`src/rtl/contador_bcd.sv`:
```
// Two-digit BCD up/down counter with enable prescaler, synchronous load and terminal-count pulse.
// Define CONTADOR_BCD_SAT_EN to saturate at 99/00 instead of wrapping.
module contador_bcd #(
   parameter int unsigned DIV = 1
) (
   input  logic       clk,
   input  logic       rst_n,
   input  logic       en,
   input  logic       up,
   input  logic       load,
   input  logic [7:0] din,
   output logic [3:0] bcd_uni,
   output logic [3:0] bcd_dez,
   output logic       tc,
   output logic       err
);

   localparam int unsigned    PW     = (DIV > 1) ? $clog2(DIV) : 1;
   localparam logic [PW-1:0]  PS_MAX = PW'(DIV - 1);

   logic [PW-1:0] ps;
   logic          step;
   logic          din_ok;
   logic [3:0]    uni_nx, dez_nx;
   logic          wrap;

   assign step   = en && !load && (ps == PS_MAX);
   assign din_ok = (din[7:4] <= 4'd9) && (din[3:0] <= 4'd9);

   // Load clears the prescaler so a fresh count phase starts after every load.
   always_ff @(posedge clk or negedge rst_n) begin
      if (!rst_n) begin
         ps <= '0;
      end else if (load) begin
         ps <= '0;
      end else if (en) begin
         ps <= step ? '0 : ps + 1'b1;
      end
   end

   // Next digits for one step in the sampled direction; wrap flags 99->00 or 00->99.
   always_comb begin
      uni_nx = bcd_uni;
      dez_nx = bcd_dez;
      wrap   = 1'b0;
      if (up) begin
         if (bcd_uni == 4'd9) begin
            uni_nx = 4'd0;
            if (bcd_dez == 4'd9) begin
               dez_nx = 4'd0;
               wrap   = 1'b1;
            end else begin
               dez_nx = bcd_dez + 4'd1;
            end
         end else begin
            uni_nx = bcd_uni + 4'd1;
         end
      end else begin
         if (bcd_uni == 4'd0) begin
            uni_nx = 4'd9;
            if (bcd_dez == 4'd0) begin
               dez_nx = 4'd9;
               wrap   = 1'b1;
            end else begin
               dez_nx = bcd_dez - 4'd1;
            end
         end else begin
            uni_nx = bcd_uni - 4'd1;
         end
      end
   end

   always_ff @(posedge clk or negedge rst_n) begin
      if (!rst_n) begin
         bcd_uni <= 4'd0;
         bcd_dez <= 4'd0;
         tc      <= 1'b0;
         err     <= 1'b0;
      end else begin
         tc  <= 1'b0;
         err <= 1'b0;
         if (load) begin
            if (din_ok) begin
               bcd_dez <= din[7:4];
               bcd_uni <= din[3:0];
            end else begin
               err <= 1'b1;
            end
         end else if (step) begin
            tc <= wrap;
`ifdef CONTADOR_BCD_SAT_EN
            if (!wrap) begin
               bcd_uni <= uni_nx;
               bcd_dez <= dez_nx;
            end
`else
            bcd_uni <= uni_nx;
            bcd_dez <= dez_nx;
`endif
         end
      end
   end

endmodule

```
`config.mk`:
```
export PLATFORM = sky130hd
export DESIGN_NAME = contador_bcd
export DESIGN_NICKNAME = d
export VERILOG_FILES = /design/src/rtl/contador_bcd.sv
export SDC_FILE = /design/constraint.sdc
export NUM_CORES = 1
export LEC_CHECK = 0
export ABC_AREA = 0
export BUFFER_PORTS_ARGS = -buffer_cell sky130_fd_sc_hd__clkbuf_2
export CORE_MARGIN = 5
export CORE_UTILIZATION = 51
export CTS_CLUSTER_SIZE = 16
export DETAILED_ROUTE_END_ITERATION = 16
export PLACE_DENSITY = 0.77
export SLEW_MARGIN = 10
export SYNTH_ARGS = -nofsm -noshare
export SYNTH_HDL_FRONTEND = slang
export SYNTH_SLANG_ARGS = --single-unit
export TNS_END_PERCENT = 30
```
`constraint.sdc`:
```
create_clock -name clk -period 2.2 [get_ports clk]
set_clock_uncertainty 0.1 [all_clocks]
set_input_delay 0.55 -clock clk [delete_from_list [all_inputs] [get_ports clk]]
set_output_delay 0.55 -clock clk [all_outputs]
set_load 0.005 [all_outputs]
```
==> impl_metrics.sql, run 1 <==
INSERT INTO impl_metrics (metric_group, metric, value, unit) VALUES
('sta', 'fin_setup_tns', '0', 'ps'),
('yosys', 'synthFlopType', 'dfrtp_1', ''),
('status', 'outcome', 'finished, final reports clean', ''),
('clock_network', 'clockBufferDepth', '2', ''),
('grt', 'first_global_vias', '699', ''),
('worst_setup_path', 'critPathMaxStageDelay', '560', 'ps'),
('yosys', 'yosys.area.top_type_share', '0.3090', ''),
('placed_design', 'finalWeightedCongestion', '0.8433', ''),
('worst_setup_path', 'path_delay_family', 'compound AO/OA/AOI/OAI gates', ''),
('grt', 'grt_first_pass_wirelength', '3.167', 'mm'),
('sta', 'fin_worst_hold_slack', '32.30', 'ps'),
('clock_network', 'numCtsBuffers', '3', ''),
('yosys', 'syn_inst', '101', ''),
('route', 'routed_wire_length', '2.033', 'mm'),
('yosys', 'syn-mean-instance-area', '8.820', 'µm²'),
('sta', 'slew_violations', '0', ''),
('worst_setup_path', 'path_cells', 'inv_1 > a22o_1 > a2111oi_1 > o31ai_1', ''),
('route', 'antenna_violation_net_count_after_detailed_routing', '0', ''),
('final_layout', 'fraction_of_layout_cells_with_a_size_suffix_above_1', '0.2906', ''),
('yosys', 'postSynthNetCount', '114', ''),
('grt', 'grt_overflow', '0', ''),
('sta', 'setup_viol', '0', ''),
('grt', 'grtUsageTotal', '0.1558', ''),
('final_layout', 'area_growth_syn_to_layout', '7.584', '%'),
('sta', 'finalWorstPathRequiredPeriod', '1763', 'ps'),
('yosys', 'synth.yosys.warnings', '0', ''),
('worst_setup_path', 'cp.required', '2250', 'ps'),
('final_layout', 'final_util', '0.5674', ''),
('die', 'die_h', '51.80', 'µm'),
('sta', 'worst_pin_slew', '463.8', 'ps'),
('yosys', 'yosys.cell_count.top_type', 'dfrtp_1', ''),
('pwr', 'power.leakage', '0.4246', 'nW'),
('pwr', 'power.density', '808.8', 'mW/mm²'),
('clock_network', 'clk_transition_reported_paths', '70', 'ps'),
('clock_network', 'postCtsSetupBuffers', '0', ''),
('die', 'initial_core_util', '0.5274', ''),
('yosys', 'total_of_flip_flops_plus_latches_after_synthesis', '11', ''),
('route', 'avgRoutedWirePerCell', '15.17', 'µm'),
('sta', 'final.period_utilization', '0.8015', ''),
('clock_network', 'post_cts_resized', '0', ''),
('final_layout', 'fillers', '151', ''),
('grt', 'grt_max_degree', '19', ''),
('clock_network', 'tritoncts', 'done', ''),
('yosys', 'synthesis.area', '890.9', 'µm²'),
('die', 'floorplan.die.width', '51.80', 'µm'),
('run', 'timing.max_cap.violations', '0', ''),
('clock_network', 'cts_max_level', '1', ''),
('worst_setup_path', 'critPathBufInv', '1', ''),
('route', 'detail_route.iter0.violations', '30', ''),
('yosys', 'synthTopCellsByCount', 'dfrtp_1, a21oi_1, nand2_1, nand3_1, nor2_1', ''),
('worst_setup_path', 'timing.critical_path.arrival', '1810', 'ps'),
('clock_network', 'clkSinkCount', '11', ''),
('clock_network', 'cts_root_buf', 'clkbuf_4', ''),
('sta', 'unrepaired_setup_endpoints_after_global_routing', 'false', ''),
('worst_setup_path', 'worst_setup_path_end_kind', 'flip-flop', ''),
('yosys', 'yosys-top-cells-area', 'dfrtp_1, buf_6, a21oi_1', ''),
('pwr', 'overall_power', '0.0007752', 'W'),
('route', 'remaining_drc_errors', '0', ''),
('worst_setup_path', 'crit_path_top_delay_cell', 'dfrtp_1', ''),
('worst_hold_path', 'path_type_of_the_worst_min_delay_path', 'primary input to asynchronous set/reset pin', ''),
('yosys', 'post-synth-top-area-cell', 'dfrtp_1', ''),
('sta', 'slew-limit-headroom', '0.6900', ''),
('die', 'full_die_area', '0.002683', 'mm²'),
('sta', 'maxClockFrequency', '567.2', 'MHz'),
('die', 'core', '0.001689', 'mm²'),
('yosys', 'asyncSetResetFlopFracSynth', '1.000', ''),
('worst_setup_path', 'critPathKind', 'flip-flop to flip-flop', ''),
('final_layout', 'antenna-diode-count', '0', ''),
('yosys', 'synth.yosys.seq_area_share', '0.3090', ''),
('placed_design', 'port-buffer-count', '22', ''),
('final_layout', 'final_net_count', '131', '');
## cell usage in the layout, fill, tap and decap left out, drive strengths merged, types with 3 or more instances in the layout
cell type | Yosys | layout
dfrtp | 11 | 11
o21ai | 8 | 8
inv | 3 | 3
nor2 | 6 | 6
xor2 | 3 | 3
clkbuf | 3 | 26
nand2 | 7 | 7
a21oi | 7 | 7
nand3 | 6 | 6
## area by class of cell
| type | count | area (µm²) | share of cell area |
|---|---|---|---|
| Timing Repair Buffer | 23 | 117.6 | 0.1227 |
| Sequential cell | 11 | 275.3 | 0.2872 |
| Tap cell | 17 | 21.27 | 0.02219 |
| Clock buffer | 4 | 26.28 | 0.02742 |
| Multi-Input combinational cell | 76 | 506.7 | 0.5287 |
| Inverter | 3 | 11.26 | 0.01175 |
## routing by layer
layer | routed length [µm] | track usage | part of all wire
met1 | 999 | 0.2216 | 0.49
met2 | 901 | 0.2309 | 0.44
met3 | 82 | 0.008596 | 0.040
met4 | 49 | 0.09170 | 0.024
met5 | 0 | 0 | 0
## final timing paths
check | startpoint | to | slack (ps) | depth (start not counted)
worst min-delay path | rst_n | bcd_uni[0] | 30 | 1
worst min register to register | ps | ps | 490 | 1
worst max-delay path | bcd_uni[0] | bcd_uni[3] | 440 | 4
worst max register to register | bcd_uni[0] | bcd_uni[3] | 440 | 4
min in group clk | en | ps | 350 | 2
max in group asynchronous | rst_n | tc | 1750 | 1
## cell families (layout without fill, tap and decap cells)
logic type                count (synthesis)  after routing  synth area share
buffers and inverters                    14             30            0.1222
and+or+nand+nor                          36             36            0.2332
DFF                                      11             11            0.3090
xor gates and xnor gates                  4              4           0.03933
AOI/OAI and AO/OA                        34             34            0.2739
muxes                                     2              2           0.02247
## metrics by stage
stage,worst slack [ps],std cells,instance area [µm²]
after floorplan,462.8,101,890.9
after global placement,289.7,130,932.1
after detailed placement,250.5,130,932.1
after CTS,453.7,134,958.4
after global routing,344.7,134,958.4
final,436.8,134,958.4
## registers in the layout, indices dropped and copies added, names as in the netlist
signal   cells
bcd_dez      4
err          1
ps           1
tc           1
bcd_uni      4
## where the power goes
group | total [W] | leakage (nW) | switching, W | internal [W]
clock | 0.000139 | 0.0150 | 0.0000690 | 0.0000703
sequential | 0.000354 | 0.135 | 0.000115 | 0.000239
combinational | 0.000281 | 0.275 | 0.000126 | 0.000156
total | 0.000775 | 0.425 | 0.000310 | 0.000465
Note: power is estimated with default switching activity, not from simulation.
==> inputs of run 2 (changes only) <==
--- a/config.mk
+++ b/config.mk
@@ -5,7 +5,7 @@
 export SDC_FILE = /design/constraint.sdc
 export NUM_CORES = 1
 export LEC_CHECK = 0
-export ABC_AREA = 0
+export ABC_AREA = 1
 export BUFFER_PORTS_ARGS = -buffer_cell sky130_fd_sc_hd__clkbuf_2
 export CORE_MARGIN = 5
 export CORE_UTILIZATION = 51
==> constraint.sdc (replaced) <==
create_clock -name clk -period 1.8 [get_ports clk]
set_clock_uncertainty 0.1 [all_clocks]
set_input_delay 0.45 -clock clk [delete_from_list [all_inputs] [get_ports clk]]
set_output_delay 0.45 -clock clk [all_outputs]
set_load 0.005 [all_outputs]
==> run 2 against run 1 <==
Effect of this change:
- wire length is 5.7% higher
- total power is 30% higher
- clock-buffer cell count stayed put
- area after synthesis is 0.56% higher
- combinational power is 56% higher
- final cell count is 41% higher
- via count is 17% higher
- core utilization is 5.5 points higher
- worst setup slack worse by 130 ps
- final area is 9.7% higher
==> impl_metrics.sql, run 2 <==
INSERT INTO impl_metrics (metric_group, metric, value, unit) VALUES
('sta', 'finalWorstPathRequiredPeriod', '1493', 'ps'),
('worst_setup_path', 'crit_path_top_delay_cell', 'dfrtp_1', ''),
('run', 'timing.max_cap.violations', '0', ''),
('die', 'full_die_area', '0.002695', 'mm²'),
('die', 'floorplan.die.width', '51.91', 'µm'),
('yosys', 'synth.yosys.warnings', '0', ''),
('die', 'initial_core_util', '0.5304', ''),
('final_layout', 'fraction_of_layout_cells_with_a_size_suffix_above_1', '0.2151', ''),
('yosys', 'post-synth-top-area-cell', 'dfrtp_1', ''),
('sta', 'hold_viol_final', '0', ''),
('route', 'dr.pass1.iters', '4', ''),
('worst_setup_path', 'path_cells', 'clkbuf_2', ''),
('final_layout', 'area_growth_syn_to_layout', '17.32', '%'),
('yosys', 'synthFlopType', 'dfrtp_1', ''),
('yosys', 'synthesis.area', '895.9', 'µm²'),
('yosys', 'postSynthNetCount', '160', ''),
('clock_network', 'clock_latency', '270', 'ps'),
('route', 'routed-via-count', '971', ''),
('final_layout', 'final_net_count', '186', ''),
('grt', 'first_global_vias', '892', ''),
('die', 'core', '0.001689', 'mm²'),
('clock_network', 'clockBufferDepth', '2', ''),
('yosys', 'yosys-top-cells-area', 'dfrtp_1, nand2_1, nand3_1', ''),
('die', 'fp-row-count', '15', ''),
('route', 'avgRoutedWirePerCell', '11.37', 'µm'),
('worst_setup_path', 'setup.worst_path.start_class', 'flip-flop', ''),
('clock_network', 'cts_max_level', '1', ''),
('yosys', 'syn-mean-instance-area', '6.094', 'µm²'),
('clock_network', 'cts_hold_buf', '1', ''),
('sta', 'slew_violations', '0', ''),
('yosys', 'yosys.area.top_type_share', '0.3073', ''),
('route', 'routed_wire_length', '2.148', 'mm'),
('worst_setup_path', 'crit_path_start', 'bcd_uni[1]', ''),
('grt', 'grt_max_degree', '14', ''),
('clock_network', 'clk_transition_reported_paths', '80', 'ps'),
('worst_setup_path', 'worst_setup_path_end_kind', 'output port', ''),
('yosys', 'total_of_flip_flops_plus_latches_after_synthesis', '11', ''),
('yosys', 'asyncSetResetFlopFracSynth', '1.000', ''),
('worst_setup_path', 'cp.required', '1250', 'ps'),
('worst_hold_path', 'worstHoldStart', 'en', ''),
('clock_network', 'postCtsSetupBuffers', '0', ''),
('placed_design', 'hpwlAfterDp', '1.677', 'mm'),
('sta', 'final.period_utilization', '0.8294', ''),
('pwr', 'power.density', '959.1', 'mW/mm²'),
('clock_network', 'post_cts_resized', '0', ''),
('yosys', 'syn_inst', '147', ''),
('yosys', 'synth.yosys.seq_area_share', '0.3073', ''),
('placed_design', 'finalWeightedCongestion', '0.8678', ''),
('final_layout', 'fillers', '161', ''),
('clock_network', 'cts_root_buf', 'clkbuf_4', ''),
('grt', 'grt_antenna_before_repair', '0', ''),
('sta', 'setup_viol', '0', ''),
('clock_network', 'numCtsBuffers', '3', ''),
('worst_setup_path', 'critPathMaxStageDelay', '500', 'ps'),
('clock_network', 'clkSinkCount', '11', ''),
('grt', 'grt_first_pass_wirelength', '3.795', 'mm'),
('clock_network', 'tritoncts', 'done', ''),
('sta', 'maxClockFrequency', '669.8', 'MHz'),
('yosys', 'yosys.cell_types.count', '23', ''),
('worst_setup_path', 'path_delay_family', 'flip-flops', ''),
('die', 'die_h', '51.91', 'µm'),
('yosys', 'synthTopCellsByCount', 'nand2_1, nand3_1, inv_1, nor2_1, dfrtp_1', ''),
('worst_hold_path', 'path_type_of_the_worst_min_delay_path', 'primary input to flip-flop', ''),
('sta', 'unrepaired_setup_endpoints_after_global_routing', 'false', ''),
('worst_setup_path', 'critPathKind', 'flip-flop to output port', ''),
('grt', 'grt_overflow', '0', ''),
('worst_setup_path', 'timing.critical_path.arrival', '940', 'ps'),
('placed_design', 'port-buffer-count', '22', ''),
('worst_setup_path', 'crit_path_max_fanout', '8', ''),
('status', 'outcome', 'finished, final reports clean', ''),
('yosys', 'synth-edff-count', '0', ''),
('route', 'remaining_drc_errors', '0', ''),
('sta', 'worst_pin_slew', '293.2', 'ps'),
('die', 'num_io_pins', '23', ''),
('sta', 'postLayoutSetupSlackWorst', '307.0', 'ps'),
('worst_setup_path', 'critPathBufInv', '1', ''),
('yosys', 'yosys.cell_count.top_type', 'nand2_1', ''),
('route', 'detail_route.iter0.violations', '31', ''),
('pwr', 'overall_power', '0.001008', 'W'),
('final_layout', 'antenna-diode-count', '0', ''),
('final_layout', 'layout_commonest_cell', 'nand2_1', ''),
('worst_setup_path', 'critical_path.reg2reg.startpoint', 'bcd_uni[1]', ''),
('placed_design', 'post-place-ws', '252.8', 'ps'),
('sta', 'slew-limit-headroom', '0.8046', ''),
('pwr', 'ir_worst_vdd', '493.1', 'µV'),
('sta', 'fin_setup_tns', '0', 'ps'),
('route', 'drt-vias-per-instance', '5.138', ''),
('final_layout', 'biggestRegsByFlops', 'bcd_dez x4, bcd_uni x4', ''),
('route', 'antenna_violation_net_count_after_detailed_routing', '0', ''),
('pwr', 'power.leakage', '0.6041', 'nW'),
('grt', 'grtUsageTotal', '0.1817', ''),
('final_layout', 'layout.cells.most_common_list', 'nand2_1, clkbuf_2, nand3_1, inv_1, nor2_1', '');
[run 2: cell types whose count changed after synthesis, sizes merged, moves of 4 or more]
cell	before	now
buf	8	2
inv	3	18
nand2	7	61
nor2	6	15
nand4	0	4
nand3	6	18
[run 2: power by group]
part | switching [W] | internal [W]
Sequential | 0.000100 | 0.000295
Clock | 0.0000891 | 0.0000857
Combinational | 0.000264 | 0.000174
Total | 0.000453 | 0.000555
[run 2: path summary, 6_finish.rpt]
check                             endpoint  slack (ps)  depth (start not counted)
min in group asynchronous       bcd_uni[0]         480                          2
max in group asynchronous               ps         890                          2
worst max register to register  bcd_dez[2]         320                          6
worst max-delay path            bcd_uni[1]         310                          1
worst min-delay path                    ps         260                          2
worst min register to register          ps         430                          2
[run 2: logic make-up (layout without fill, tap and decap cells)]
| group | after synthesis | in the layout | share of synthesized area |
|---|---|---|---|
| buffers and inverters | 21 | 46 | 0.09775 |
| and+or+nand+nor | 101 | 101 | 0.5098 |
| AOI/OAI and AO/OA | 14 | 14 | 0.08519 |
| DFF | 11 | 11 | 0.3073 |
[run 2: area by class of cell]
class / instances / area [µm²] / share of cell area
clock buffers: 4 / 26.28 / 0.02500
inverters: 18 / 67.56 / 0.06429
multi-input cells: 115 / 533.0 / 0.5071
flip-flops and latches: 11 / 275.3 / 0.2619
well taps: 17 / 21.27 / 0.02024
repair buffers: 24 / 127.6 / 0.1214
[run 2: through the flow]
stage                     std cells  hold WS [ps]  area (µm²)  utilization
after floorplan                 147         54.41       895.9            -
after global placement          184         240.7        1015       0.6007
after detailed placement        184         250.1        1015       0.6007
after CTS                       189         265.5        1051       0.6222
after global routing            189         279.0        1051       0.6222
final                           189         259.5        1051       0.6222
[run 2: per-layer routing]
| layer | wire, µm | up-vias | GRT usage |
|---|---|---|---|
| li1 | - | 517 | - |
| met2 | 1003 | 28 | 0.2992 |
| met4 | 23 | 0 | 0.05240 |
| met3 | 91 | 4 | 0.02292 |
| met1 | 1031 | 422 | 0.2469 |
| met5 | 0 | - | 0 |
